## config.mk

```make
export PLATFORM = sky130hd
export DESIGN_NAME = buffer_flat
export DESIGN_NICKNAME = d
export VERILOG_FILES = /design/src/rtl/axis_pkg.sv /design/src/rtl/buffer_if.sv /design/src/rtl/buffer.sv /design/src/flat_wrapper.sv
export SDC_FILE = /design/constraint.sdc
export NUM_CORES = 1
export LEC_CHECK = 0
export ABC_AREA = 1
export CELL_PAD_IN_SITES_DETAIL_PLACEMENT = 1
export CELL_PAD_IN_SITES_GLOBAL_PLACEMENT = 1
export CORE_UTILIZATION = 33
export CTS_CLUSTER_SIZE = 20
export DETAILED_ROUTE_END_ITERATION = 8
export PLACE_DENSITY = 0.8
export SLEW_MARGIN = 20
export SYNTH_ARGS = -nofsm -noshare
export SYNTH_HDL_FRONTEND = slang
export SYNTH_SLANG_ARGS = --single-unit
```

## constraint.sdc

```tcl
create_clock -name clk_i -period 1.35 [get_ports clk_i]
set_input_delay 0.405 -clock clk_i [delete_from_list [all_inputs] [get_ports clk_i]]
set_output_delay 0.405 -clock clk_i [all_outputs]
set_load 0.1 [all_outputs]
```

## src/rtl/axis_pkg.sv

```systemverilog
// Shared AXI-Stream definitions: default payload width and the
// register-slice occupancy states.
package axis_pkg;

  localparam int AXIS_DATA_WIDTH = 4;

  typedef enum logic [1:0] {
    EMPTY = 2'd0,
    ONE   = 2'd1,
    FULL  = 2'd2
  } buf_state_t;

  // Number of beats held for a given state; the illegal encoding holds nothing.
  function automatic logic [1:0] buf_occ(buf_state_t s);
    case (s)
      ONE:     buf_occ = 2'd1;
      FULL:    buf_occ = 2'd2;
      default: buf_occ = 2'd0;
    endcase
  endfunction

endpackage

```

## src/rtl/buffer_if.sv

```systemverilog
// AXI-Stream link through the register slice: upstream (t*_i in, tready_o out)
// and downstream (t*_o out, tready_i in) grouped in one bundle.
interface buffer_if #(
  parameter int DATA_WIDTH = axis_pkg::AXIS_DATA_WIDTH
);
  logic                  tvalid_i;
  logic                  tready_o;
  logic [DATA_WIDTH-1:0] tdata_i;
  logic                  tready_i;
  logic                  tvalid_o;
  logic [DATA_WIDTH-1:0] tdata_o;

  modport slave (
    input  tvalid_i, tdata_i, tready_i,
    output tready_o, tvalid_o, tdata_o
  );

  modport master (
    output tvalid_i, tdata_i, tready_i,
    input  tready_o, tvalid_o, tdata_o
  );
endinterface

```

## src/rtl/buffer.sv

```systemverilog
// AXI-Stream skid buffer: depth-2 FIFO whose tvalid_o, tdata_o and tready_o
// all come directly from flops, sustaining one beat per clock.
module buffer
  import axis_pkg::*;
#(
  parameter int DATA_WIDTH = AXIS_DATA_WIDTH
) (
  input  logic     clk_i,
  input  logic     arstn_i,
  buffer_if.slave  bus
);

  buf_state_t            state_q, state_d;
  logic [DATA_WIDTH-1:0] main_q, main_d;
  logic [DATA_WIDTH-1:0] skid_q, skid_d;
  logic                  tvalid_q, tvalid_d;
  logic                  tready_q, tready_d;
  logic                  in_xfer, out_xfer;

  assign in_xfer  = bus.tvalid_i & tready_q;
  assign out_xfer = tvalid_q & bus.tready_i;

  always_comb begin
    state_d = state_q;
    main_d  = main_q;
    skid_d  = skid_q;
    case (state_q)
      EMPTY: begin
        if (in_xfer) begin
          state_d = ONE;
          main_d  = bus.tdata_i;
        end
      end
      ONE: begin
        if (in_xfer && out_xfer) begin
          main_d = bus.tdata_i;
        end else if (in_xfer) begin
          state_d = FULL;
          skid_d  = bus.tdata_i;
        end else if (out_xfer) begin
          state_d = EMPTY;
        end
      end
      FULL: begin
        if (out_xfer) begin
          state_d = ONE;
          main_d  = skid_q;
        end
      end
      default: state_d = EMPTY;
    endcase
    // Handshake outputs are registered from the next state, so they carry no
    // combinational path from tvalid_i/tready_i.
    tvalid_d = (state_d != EMPTY);
    tready_d = (state_d != FULL);
  end

  always_ff @(posedge clk_i or negedge arstn_i) begin
    if (!arstn_i) begin
      state_q  <= EMPTY;
      main_q   <= '0;
      skid_q   <= '0;
      tvalid_q <= 1'b0;
      tready_q <= 1'b1;
    end else begin
      state_q  <= state_d;
      main_q   <= main_d;
      skid_q   <= skid_d;
      tvalid_q <= tvalid_d;
      tready_q <= tready_d;
    end
  end

  assign bus.tvalid_o = tvalid_q;
  assign bus.tready_o = tready_q;
  assign bus.tdata_o  = main_q;

`ifndef SYNTHESIS
  int unsigned in_cnt_q, out_cnt_q;

  always_ff @(posedge clk_i or negedge arstn_i) begin
    if (!arstn_i) begin
      in_cnt_q  <= 0;
      out_cnt_q <= 0;
    end else begin
      assert ((in_cnt_q - out_cnt_q) == 32'(buf_occ(state_q)) && buf_occ(state_q) <= 2'd2)
        else $error("buffer: beat count %0d in / %0d out disagrees with occupancy",
                    in_cnt_q, out_cnt_q);
      in_cnt_q  <= in_cnt_q + 32'(in_xfer);
      out_cnt_q <= out_cnt_q + 32'(out_xfer);
    end
  end

  a_hold_stable: assert property (@(posedge clk_i) disable iff (!arstn_i)
    (bus.tvalid_o && !bus.tready_i) |=> $stable(bus.tdata_o));
`endif

endmodule

```

## src/flat_wrapper.sv

```systemverilog
// flat-port wrapper written by rule: the top's interface ports become plain ports
module buffer_flat import axis_pkg::*;
#(
  parameter int DATA_WIDTH = AXIS_DATA_WIDTH
)
  (clk_i, arstn_i, bus_tvalid_i, bus_tdata_i, bus_tready_i, bus_tready_o, bus_tvalid_o, bus_tdata_o);
  buffer_if #(.DATA_WIDTH(DATA_WIDTH)) bus_i ();
  input  logic clk_i;
  input  logic arstn_i;
  input wire logic [$bits(bus_i.tvalid_i)-1:0] bus_tvalid_i;
  input wire logic [$bits(bus_i.tdata_i)-1:0] bus_tdata_i;
  input wire logic [$bits(bus_i.tready_i)-1:0] bus_tready_i;
  output wire logic [$bits(bus_i.tready_o)-1:0] bus_tready_o;
  output wire logic [$bits(bus_i.tvalid_o)-1:0] bus_tvalid_o;
  output wire logic [$bits(bus_i.tdata_o)-1:0] bus_tdata_o;
  assign bus_i.tvalid_i = bus_tvalid_i;
  assign bus_i.tdata_i = bus_tdata_i;
  assign bus_i.tready_i = bus_tready_i;
  assign bus_tready_o = bus_i.tready_o;
  assign bus_tvalid_o = bus_i.tvalid_o;
  assign bus_tdata_o = bus_i.tdata_o;
  buffer #(.DATA_WIDTH(DATA_WIDTH)) u_core (.clk_i(clk_i), .arstn_i(arstn_i), .bus(bus_i));
endmodule
```

==> flow_summary.ini <==
[worst_setup_path]
r2r_slack_ns = 0.05
critical_path_arrival_ns = 1.07
crit_buf_inv = 1
cp_max_fo = 2
start_kind = flop
worstRegToRegCells = 6
path_cells = buf_12
max_stage_delay_ns = 0.63
r2r_start = u_core.bus.tready_o
cp-end-kind = primary output
crit_type = reg2out
slowest_stage = dfstp_4
path_delay_family = flip-flops
cp_data_required_time_ns = 0.95
timing.rr.end = u_core.bus.tdata_o[0]

[cts]
cts_tree = built
htreeDepth = 1
cts_hold_buf = 0
cts-root-buf = clkbuf_4
clock_sinks = 12
cts_max_path_buffers = 2
insertion_delay_ns = 0.27
clk_pin_slew_ns = 0.08
numCtsBuffers = 3

[grt]
track_usage = 0.1890
grt_pass1_vias = 590
grt_pass1_wl_microns = 2566
grt_max_degree = 13
gr-total-overflow = 0
antenna_found_initial = 0

[synth]
yosysUniqueCellTypes = 12
ys_ff_latch = 12
synthTopCellsByArea = dfrtp_1 48%, nand2_1 18%, nand3_1 11%, dfstp_2 4.6%, nand2_4 3.9%
synth_largest_area_cell = dfrtp_1
synth_top_area_share = 0.4803
syn_area_sq_um = 573.1
syn_inst = 67
yosysSeqAreaShare = 0.5262
synth_top_family_by_area = simple AND/OR/NAND/NOR gates
yosys_warnings = 0
synth-xor-area-share = 0
syn-num-nets = 75
syn_avg_cell_area_sq_um = 8.553
synth_mux_area_frac = 0
synthAdderAreaFrac = 0
synth-compound-area-share = 0.04367
yosys.area_share.simple = 0.3974

[finish]
nNetsFinal = 98
regArea_sq_um = 306.5
fillCellCount = 190
area_delta_synth_final_pct = 52.18
layout-drive-gt1-share = 0.3258
antenna_cells = 0
multi_input_area_sq_um = 260.3

[die]
die_h_microns = 43.67
num_rows = 14
fp.dieW_microns = 43.67
pin_count = 14
core_sq_um = 1559
die-area_sq_um = 1907
start_util = 0.3676

[run]
maxCapViolCount = 0

[sta]
slew_headroom = 0.7674
fin_crit_ns = 1.472
tns_ns = -0.1225
hold_violations = 0
worst_slew_pin_slew_ns = 0.3488
rsz0062_at_grt = yes
finalCritPeriodShare = 1.091
fmax_ghz = 0.6791
fin_skew_ns = 0.004694
slew_viol_final = 0
setup_ws_ns = -0.1225
setup_violations = 1

[detailed_routing]
dr_total_vias = 525
routedWlPerCell_microns = 13.72
routed_via_density = 5.000
dr.pass1.iters = 2
first_iter_violations = 8
routed_wirelength_microns = 1441
antenna_left = 0
drc = 0

[min_path]
hold_class = in2async

[status]
violations = negative setup slack
outcome = complete, but fails checks

[placement]
gp_congestion = 0.7595
portBuffers = 13
post-dp-hpwl_microns = 1152
## synthesized netlist by cell type, drive strengths merged
cell type	n
nand4	1
inv	5
a21oi	1
dfstp	1
o21ai	1
dfrtp	11
nand2	33
nand3	14
## placed cells by master (no fill, tap or decap), drive strengths merged
| cell | netlist | routed |
|---|---|---|
| a21oi | 1 | 1 |
| buf | 0 | 11 |
| clkbuf | 0 | 4 |
| clkdlybuf4s50 | 0 | 7 |
| dfrtp | 11 | 11 |
| dfstp | 1 | 1 |
| inv | 5 | 5 |
| nand2 | 33 | 33 |
| nand3 | 14 | 14 |
| nand4 | 1 | 1 |
| o21ai | 1 | 1 |
## metal layers
layer  vias to the layer above  routed length (microns)  track usage
met3                         2                       38      0.03750
met1                       254                      654       0.2306
met4                         0                       25      0.09375
li1                        260                        -            -
met5                         -                        0            0
met2                         9                      722       0.3164
## metrics by stage
step                      utilization  std cells  hold WS (ns)  worst slack [ns]  instance area, sq um
after detailed placement       0.5297        100        0.4723           -0.1749                 825.8
after CTS                      0.5578        105        0.4397           -0.1323                 869.6
after global routing           0.5594        105        0.4683           -0.1553                 872.1
after global placement         0.5297        100        0.4557           -0.1578                 825.8
final                          0.5594        105        0.4467           -0.1225                 872.1
after floorplan                     -         67        0.1094           0.01856                 585.6
## what timing repair did
item	4_1_cts	5_1_grt
resized for setup	0	1
cloned	0	0
buffers inserted	1	0
endpoints found under the setup margin	1	2
## logic make-up (layout without fill, tap and decap cells)
| family | Yosys count | count (layout) |
|---|---|---|
| buf+inv | 5 | 27 |
| flops | 12 | 12 |
| compound gates | 2 | 2 |
| simple gates | 48 | 48 |
## cell type report
type	count	area share
clock buffers	4	0.04161
inverters	5	0.02439
multi-input cells	50	0.2984
flip-flops and latches	12	0.3515
well taps	16	0.02296
repair buffers	18	0.2611
## worst max path at each step
stage	slack [ns]	cells past startpoint	start	end
3_3_place_gp	-0.16	6	bus_tready_i	u_core.skid_q[1]
6_report	-0.12	1	u_core.bus.tready_o	bus_tready_o
5_1_grt	-0.16	1	u_core.bus.tready_o	bus_tready_o
4_1_cts	-0.13	1	u_core.bus.tready_o	bus_tready_o
2_1_floorplan	0.02	5	u_core.bus.tvalid_o	u_core.bus.tdata_o[0]
3_5_place_dp	-0.17	6	bus_tready_i	u_core.skid_q[1]
## flip-flops by register name, summed over array words and instances, names as in the netlist
| register | count |
|---|---|
| u_core.state_q | 2 |
| u_core.skid_q | 4 |
| u_core.bus.tvalid_o | 1 |
| u_core.bus.tdata_o | 4 |
| u_core.bus.tready_o | 1 |
Power is left out: the tool's default activity adds up to more than one toggle a clock period on the data nets, which glitch-free logic cannot reach.
